**config.mk**
```make
export PLATFORM = sky130hd
export DESIGN_NAME = serv_rf_serdes
export DESIGN_NICKNAME = d
export VERILOG_FILES = /design/src/rtl/serv_rf_serdes.sv
export SDC_FILE = /design/constraint.sdc
export NUM_CORES = 1
export LEC_CHECK = 0
export ABC_AREA = 1
export CAP_MARGIN = 20
export CORE_UTILIZATION = 40
export DETAILED_ROUTE_END_ITERATION = 10
export PLACE_DENSITY = 0.65
export SLEW_MARGIN = 10
export SYNTH_ARGS = -nofsm -noshare
export SYNTH_HDL_FRONTEND = slang
export SYNTH_SLANG_ARGS = --single-unit
```
**constraint.sdc**
```tcl
create_clock -name clk -period 1.3 [get_ports clk]
set_input_delay 0.195 -clock clk [delete_from_list [all_inputs] [get_ports clk]]
set_output_delay 0.195 -clock clk [all_outputs]
set_load 0.01 [all_outputs]
```
**src/rtl/serv_rf_serdes.sv**
```systemverilog
// serv_rf_serdes: fetches two register-file operands, streams them LSB-first to a bit-serial ALU and writes back the collected result
module serv_rf_serdes #(
  parameter int WIDTH = 32,
  parameter int AW    = 5
) (
  input  logic             clk,
  input  logic             i_rst_n,
  input  logic             i_go,
  input  logic [AW-1:0]    i_rs1_addr,
  input  logic [AW-1:0]    i_rs2_addr,
  input  logic [AW-1:0]    i_rd_addr,
  input  logic             i_rd_en,
  input  logic             i_rd,
  output logic             o_rs1,
  output logic             o_rs2,
  output logic             o_en,
  output logic             o_init,
  output logic             o_busy,
  output logic             o_done,
  output logic             o_rf_ren,
  output logic [AW-1:0]    o_rf_raddr,
  input  logic [WIDTH-1:0] i_rf_rdata,
  output logic             o_rf_wen,
  output logic [AW-1:0]    o_rf_waddr,
  output logic [WIDTH-1:0] o_rf_wdata
);
  localparam int CW = $clog2(WIDTH);
  typedef enum logic [2:0] {IDLE, F1, F2, LD, RUN, WB} state_t;
  state_t state_q, state_d;
  logic [AW-1:0] rs1_q, rs1_d, rs2_q, rs2_d, rd_q, rd_d;
  logic rd_en_q, rd_en_d;
  logic [WIDTH-1:0] sr1_q, sr1_d, sr2_q, sr2_d, res_q, res_d;
  logic [CW-1:0] cnt_q, cnt_d;
  logic take;
  assign take = (state_q == IDLE) && i_go;
  always_ff @(posedge clk or negedge i_rst_n) begin
    if (!i_rst_n) begin
      state_q <= IDLE;
      rs1_q   <= '0;
      rs2_q   <= '0;
      rd_q    <= '0;
      rd_en_q <= 1'b0;
      sr1_q   <= '0;
      sr2_q   <= '0;
      res_q   <= '0;
      cnt_q   <= '0;
    end else begin
      state_q <= state_d;
      rs1_q   <= rs1_d;
      rs2_q   <= rs2_d;
      rd_q    <= rd_d;
      rd_en_q <= rd_en_d;
      sr1_q   <= sr1_d;
      sr2_q   <= sr2_d;
      res_q   <= res_d;
      cnt_q   <= cnt_d;
    end
  end
  always_comb begin
    state_d = state_q;
    rs1_d   = take ? i_rs1_addr : rs1_q;
    rs2_d   = take ? i_rs2_addr : rs2_q;
    rd_d    = take ? i_rd_addr : rd_q;
    rd_en_d = take ? i_rd_en : rd_en_q;
    sr1_d   = sr1_q;
    sr2_d   = sr2_q;
    res_d   = res_q;
    cnt_d   = cnt_q;
    case (state_q)
      IDLE: state_d = i_go ? F1 : IDLE;
      F1:   state_d = F2;
      F2: begin
        state_d = LD;
        sr1_d   = (rs1_q == '0) ? '0 : i_rf_rdata;
      end
      LD: begin
        state_d = RUN;
        sr2_d   = (rs2_q == '0) ? '0 : i_rf_rdata;
        cnt_d   = '0;
      end
      RUN: begin
        sr1_d   = {1'b0, sr1_q[WIDTH-1:1]};
        sr2_d   = {1'b0, sr2_q[WIDTH-1:1]};
        res_d   = {i_rd, res_q[WIDTH-1:1]};
        cnt_d   = cnt_q + CW'(1);
        state_d = (cnt_q == CW'(WIDTH - 1)) ? WB : RUN;
      end
      WB:      state_d = IDLE;
      default: state_d = IDLE;
    endcase
  end
  assign o_en       = state_q == RUN;
  assign o_rs1      = o_en & sr1_q[0];
  assign o_rs2      = o_en & sr2_q[0];
  assign o_init     = o_en && (cnt_q == '0);
  assign o_busy     = state_q != IDLE;
  assign o_done     = state_q == WB;
  assign o_rf_ren   = (state_q == F1) || (state_q == F2);
  assign o_rf_raddr = (state_q == F1) ? rs1_q : (state_q == F2) ? rs2_q : '0;
  assign o_rf_wen   = o_done && rd_en_q && (rd_q != '0);
  assign o_rf_waddr = o_done ? rd_q : '0;
  assign o_rf_wdata = o_done ? res_q : '0;
endmodule

```
==> results by group <==
Outcome
  • Status: finished, violations left
  • Violated checks: setup timing

Die
  • Die footprint: 0.0159 mm²
  • Die Y: 126 µm
  • Chip width: 126 µm
  • FP Rows: 45
  • Num ports: 102
  • Core area: 0.0151 mm²
  • Initial core utilization: 0.408

STA
  • Final hold viol count: 0
  • Tightest Pin Transition: 0.429 ns
  • Final Setup Violations: 169
  • Relative slew slack: 0.712
  • Fin crit share: 1.39
  • Min Tclk post-route: 1.80 ns
  • Final slew viol count: 0
  • FMAX: 555 MHz
  • Clock skew: 0.00631 ns
  • Setup WS post-layout: -0.502 ns
  • Setup_tns: -60.72 ns
  • RSZ-0062 raised after global routing: true

Clock tree
  • CTS buffer count: 17
  • CTS tree: yes
  • Skew-Pair Late Insertion Delay: 0.43 ns
  • CTS sink cnt: 120
  • Worst-path clk slew: 0.06 ns
  • Root Buffer: clkbuf_16
  • Htree depth: 4
  • Clk buf depth: 2

Placed design
  • HPWL after detailed placement: 9880 µm
  • Routability cong.: 0.735
  • Area post-placement: 0.00762 mm²
  • DP Cell Count: 1117
  • IO buf count: 101

Synthesis
  • Synthesized Nets: 890
  • Yosys cell types: 23
  • Mapped Avg Cell Area: 7.39 µm²
  • Syn. warnings: 0
  • Syn Inst Count: 835
  • Sequential cell area fraction in the yosys report: 0.487
  • Synthesized area: 0.00617 mm²
  • Flops & latches, synth: 120

Layout
  • Antenna cells: 0
  • Area grow syn2layout: 54.0%
  • # nets final: 1046
  • Final Instance Area: 0.00951 mm²
  • Fillers: 1214
  • Finished Layout Cells: 1192
  • Share of layout cells above drive strength 1: 0.350

Critical path
  • Delay-heaviest family, CP: buffers and inverters
  • Worst r2r dst: sr1_q[0]
  • Buf+Inv Stages, Crit Path: 7
  • Worst path max stage delay: 0.44 ns
  • Path depth of the worst reg2reg path: 12
  • Worst R2R Setup Slack: -0.50 ns
  • Crit end category: flip-flop
  • CP cell instances: buf_6, nor2_4, nand2_8, buf_12, clkinv_8, buf_8, buf_12, clkbuf_16, nand2_2, nand2_1, inv_1, nand2_1
  • WP data required: 1.66 ns
  • Worst EP arrival: 2.17 ns
  • CP Launch Type: flip-flop
  • Crit Path Category: reg2reg
  • Critical Path Slowest Stage Cell: dfrtp_2
  • Critical-path maximum fanout: 6
  • Worst r2r src: state_q[0]

Route
  • Vias: 6103
  • DR WL/cell: 16.5 µm
  • Drt total wl: 19600 µm
  • Avg Vias per Cell: 5.12
  • Antenna-violating nets left: 0
  • Pre-antenna DRT Iters: 5
  • Initial DRC count: 418
  • Drt drc: 0

Global routing
  • GRT Overall Usage: 0.219
  • Initial antenna violation count: 0
  • Vias in the first global route: 5370
  • GR Overflow Total: 0
  • Largest net degree at the start of global routing: 56
  • First-pass GRT wire length: 27200 µm

Pwr
  • LEAKAGE: 5.09 nW
  • Pwr/cell area: 2360 mW/mm²
  • VDD IR max: 1.36 mV

Flow run
  • Max-Cap Viols: 0

Hold path
  • Worst Hold Class: in2async
==> flip-flops by register name, indices dropped and copies added, names as in the netlist <==
register	cells
res_q	32
sr1_q	32
sr2_q	32
cnt_q	5
rd_q	5
rs1_q	5
rs2_q	5
state_q	3
rd_en_q	1
==> synthesized netlist by cell type <==
cell / n / area (µm²)
nor2_1: 60 / 225
o21ai_1: 4 / 20.0
o22ai_1: 1 / 6.26
a21oi_1: 12 / 60.1
nand3_2: 1 / 10.0
nand3b_1: 1 / 7.51
clkbuf_1: 13 / 48.8
inv_1: 118 / 443
nand2_2: 1 / 6.26
nor3_1: 2 / 10.0
nand2_1: 250 / 938
a21boi_0: 31 / 233
inv_2: 3 / 11.3
nand3_1: 132 / 661
buf_6: 2 / 22.5
nor2_2: 1 / 6.26
o21ai_0: 41 / 205
dfrtp_1: 120 / 3000
buf_4: 4 / 30.0
nand2_4: 1 / 11.3
ha_1: 3 / 37.5
nor2_4: 1 / 11.3
buf_2: 33 / 165
==> repair_timing <==
item,CTS,global route
hold endpoints to repair,120,0
pin swaps,1,66
buffers inserted,12,9
gates resized for setup,269,258
endpoints found under the setup margin,169,169
cloned,7,16
hold buffers,1,0
==> through the flow <==
step	setup WS, ns	utilization	hold slack (ns)	power, W
final	-0.502	0.628	0.188	0.0224
after detailed placement	-0.552	0.503	0.105	0.0140
after floorplan	-0.0328	-	-0.101	0.0114
after global placement	-0.444	0.503	0.103	0.0138
after CTS	-0.476	0.561	0.200	0.0198
after global routing	-0.560	0.628	0.223	0.0238
==> routing by layer <==
layer | vias up | track usage | share of wire
met4 | 0 | 0.0829 | 0.020
met2 | 230 | 0.363 | 0.52
met1 | 2920 | 0.287 | 0.41
met3 | 36 | 0.0361 | 0.053
li1 | 2917 | - | -
met5 | - | 0 | 0
==> cell families (layout without fill, tap and decap cells) <==
| family | count (synthesis) | in the layout | synth area share |
|---|---|---|---|
| AND/OR/NAND/NOR | 450 | 450 | 0.306 |
| buffers and inverters | 173 | 342 | 0.117 |
| flip-flops | 120 | 120 | 0.487 |
| AO/OA/AOI/OAI | 89 | 89 | 0.0849 |
| adder cells (fa/ha/maj) | 3 | 3 | 0.00608 |
==> area by class of cell <==
| cell class | instances | area [µm²] | area share |
|---|---|---|---|
| clock inverters | 14 | 151 | 0.0159 |
| repair buffers | 188 | 2120 | 0.223 |
| multi-input cells | 542 | 3060 | 0.322 |
| repair inverters | 1 | 16.3 | 0.00171 |
| clock buffers | 18 | 439 | 0.0462 |
| inverters | 121 | 477 | 0.0501 |
| flip-flops and latches | 120 | 3010 | 0.316 |
| well taps | 188 | 235 | 0.0247 |
==> placed cells by master, fill, tap and decap left out, drive strengths merged, types with 2 or more instances in the layout <==
master and instances:
nor3 2, bufinv 2, buf 127, clkbuf 28, a21boi 31, dfrtp 120
clkdlybuf4s50 50, a21oi 12, inv 122, o21ai 45, ha 3, nand3 133
clkinv 7, nand2 252, nor2 62, clkinvlp 5
==> power by group <==
| group | internal, W | switching (W) |
|---|---|---|
| sequential | 0.00555 | 0.00129 |
| clock | 0.00287 | 0.00181 |
| combinational | 0.00477 | 0.00611 |
| total | 0.0132 | 0.00921 |
==> how the worst max path moves through the flow <==
stage | slack (ns) | to | cells after the start | start
2_1_floorplan | -0.03 | o_init | 5 | state_q[1]
3_3_place_gp | -0.44 | o_rf_raddr[1] | 4 | state_q[2]
3_5_place_dp | -0.55 | o_rf_wdata[25] | 5 | state_q[0]
4_1_cts | -0.48 | o_rf_wdata[9] | 8 | state_q[1]
5_1_grt | -0.56 | sr1_q[0] | 12 | state_q[0]
6_report | -0.50 | sr1_q[0] | 12 | state_q[0]
Note: power is estimated with default switching activity, not from simulation.
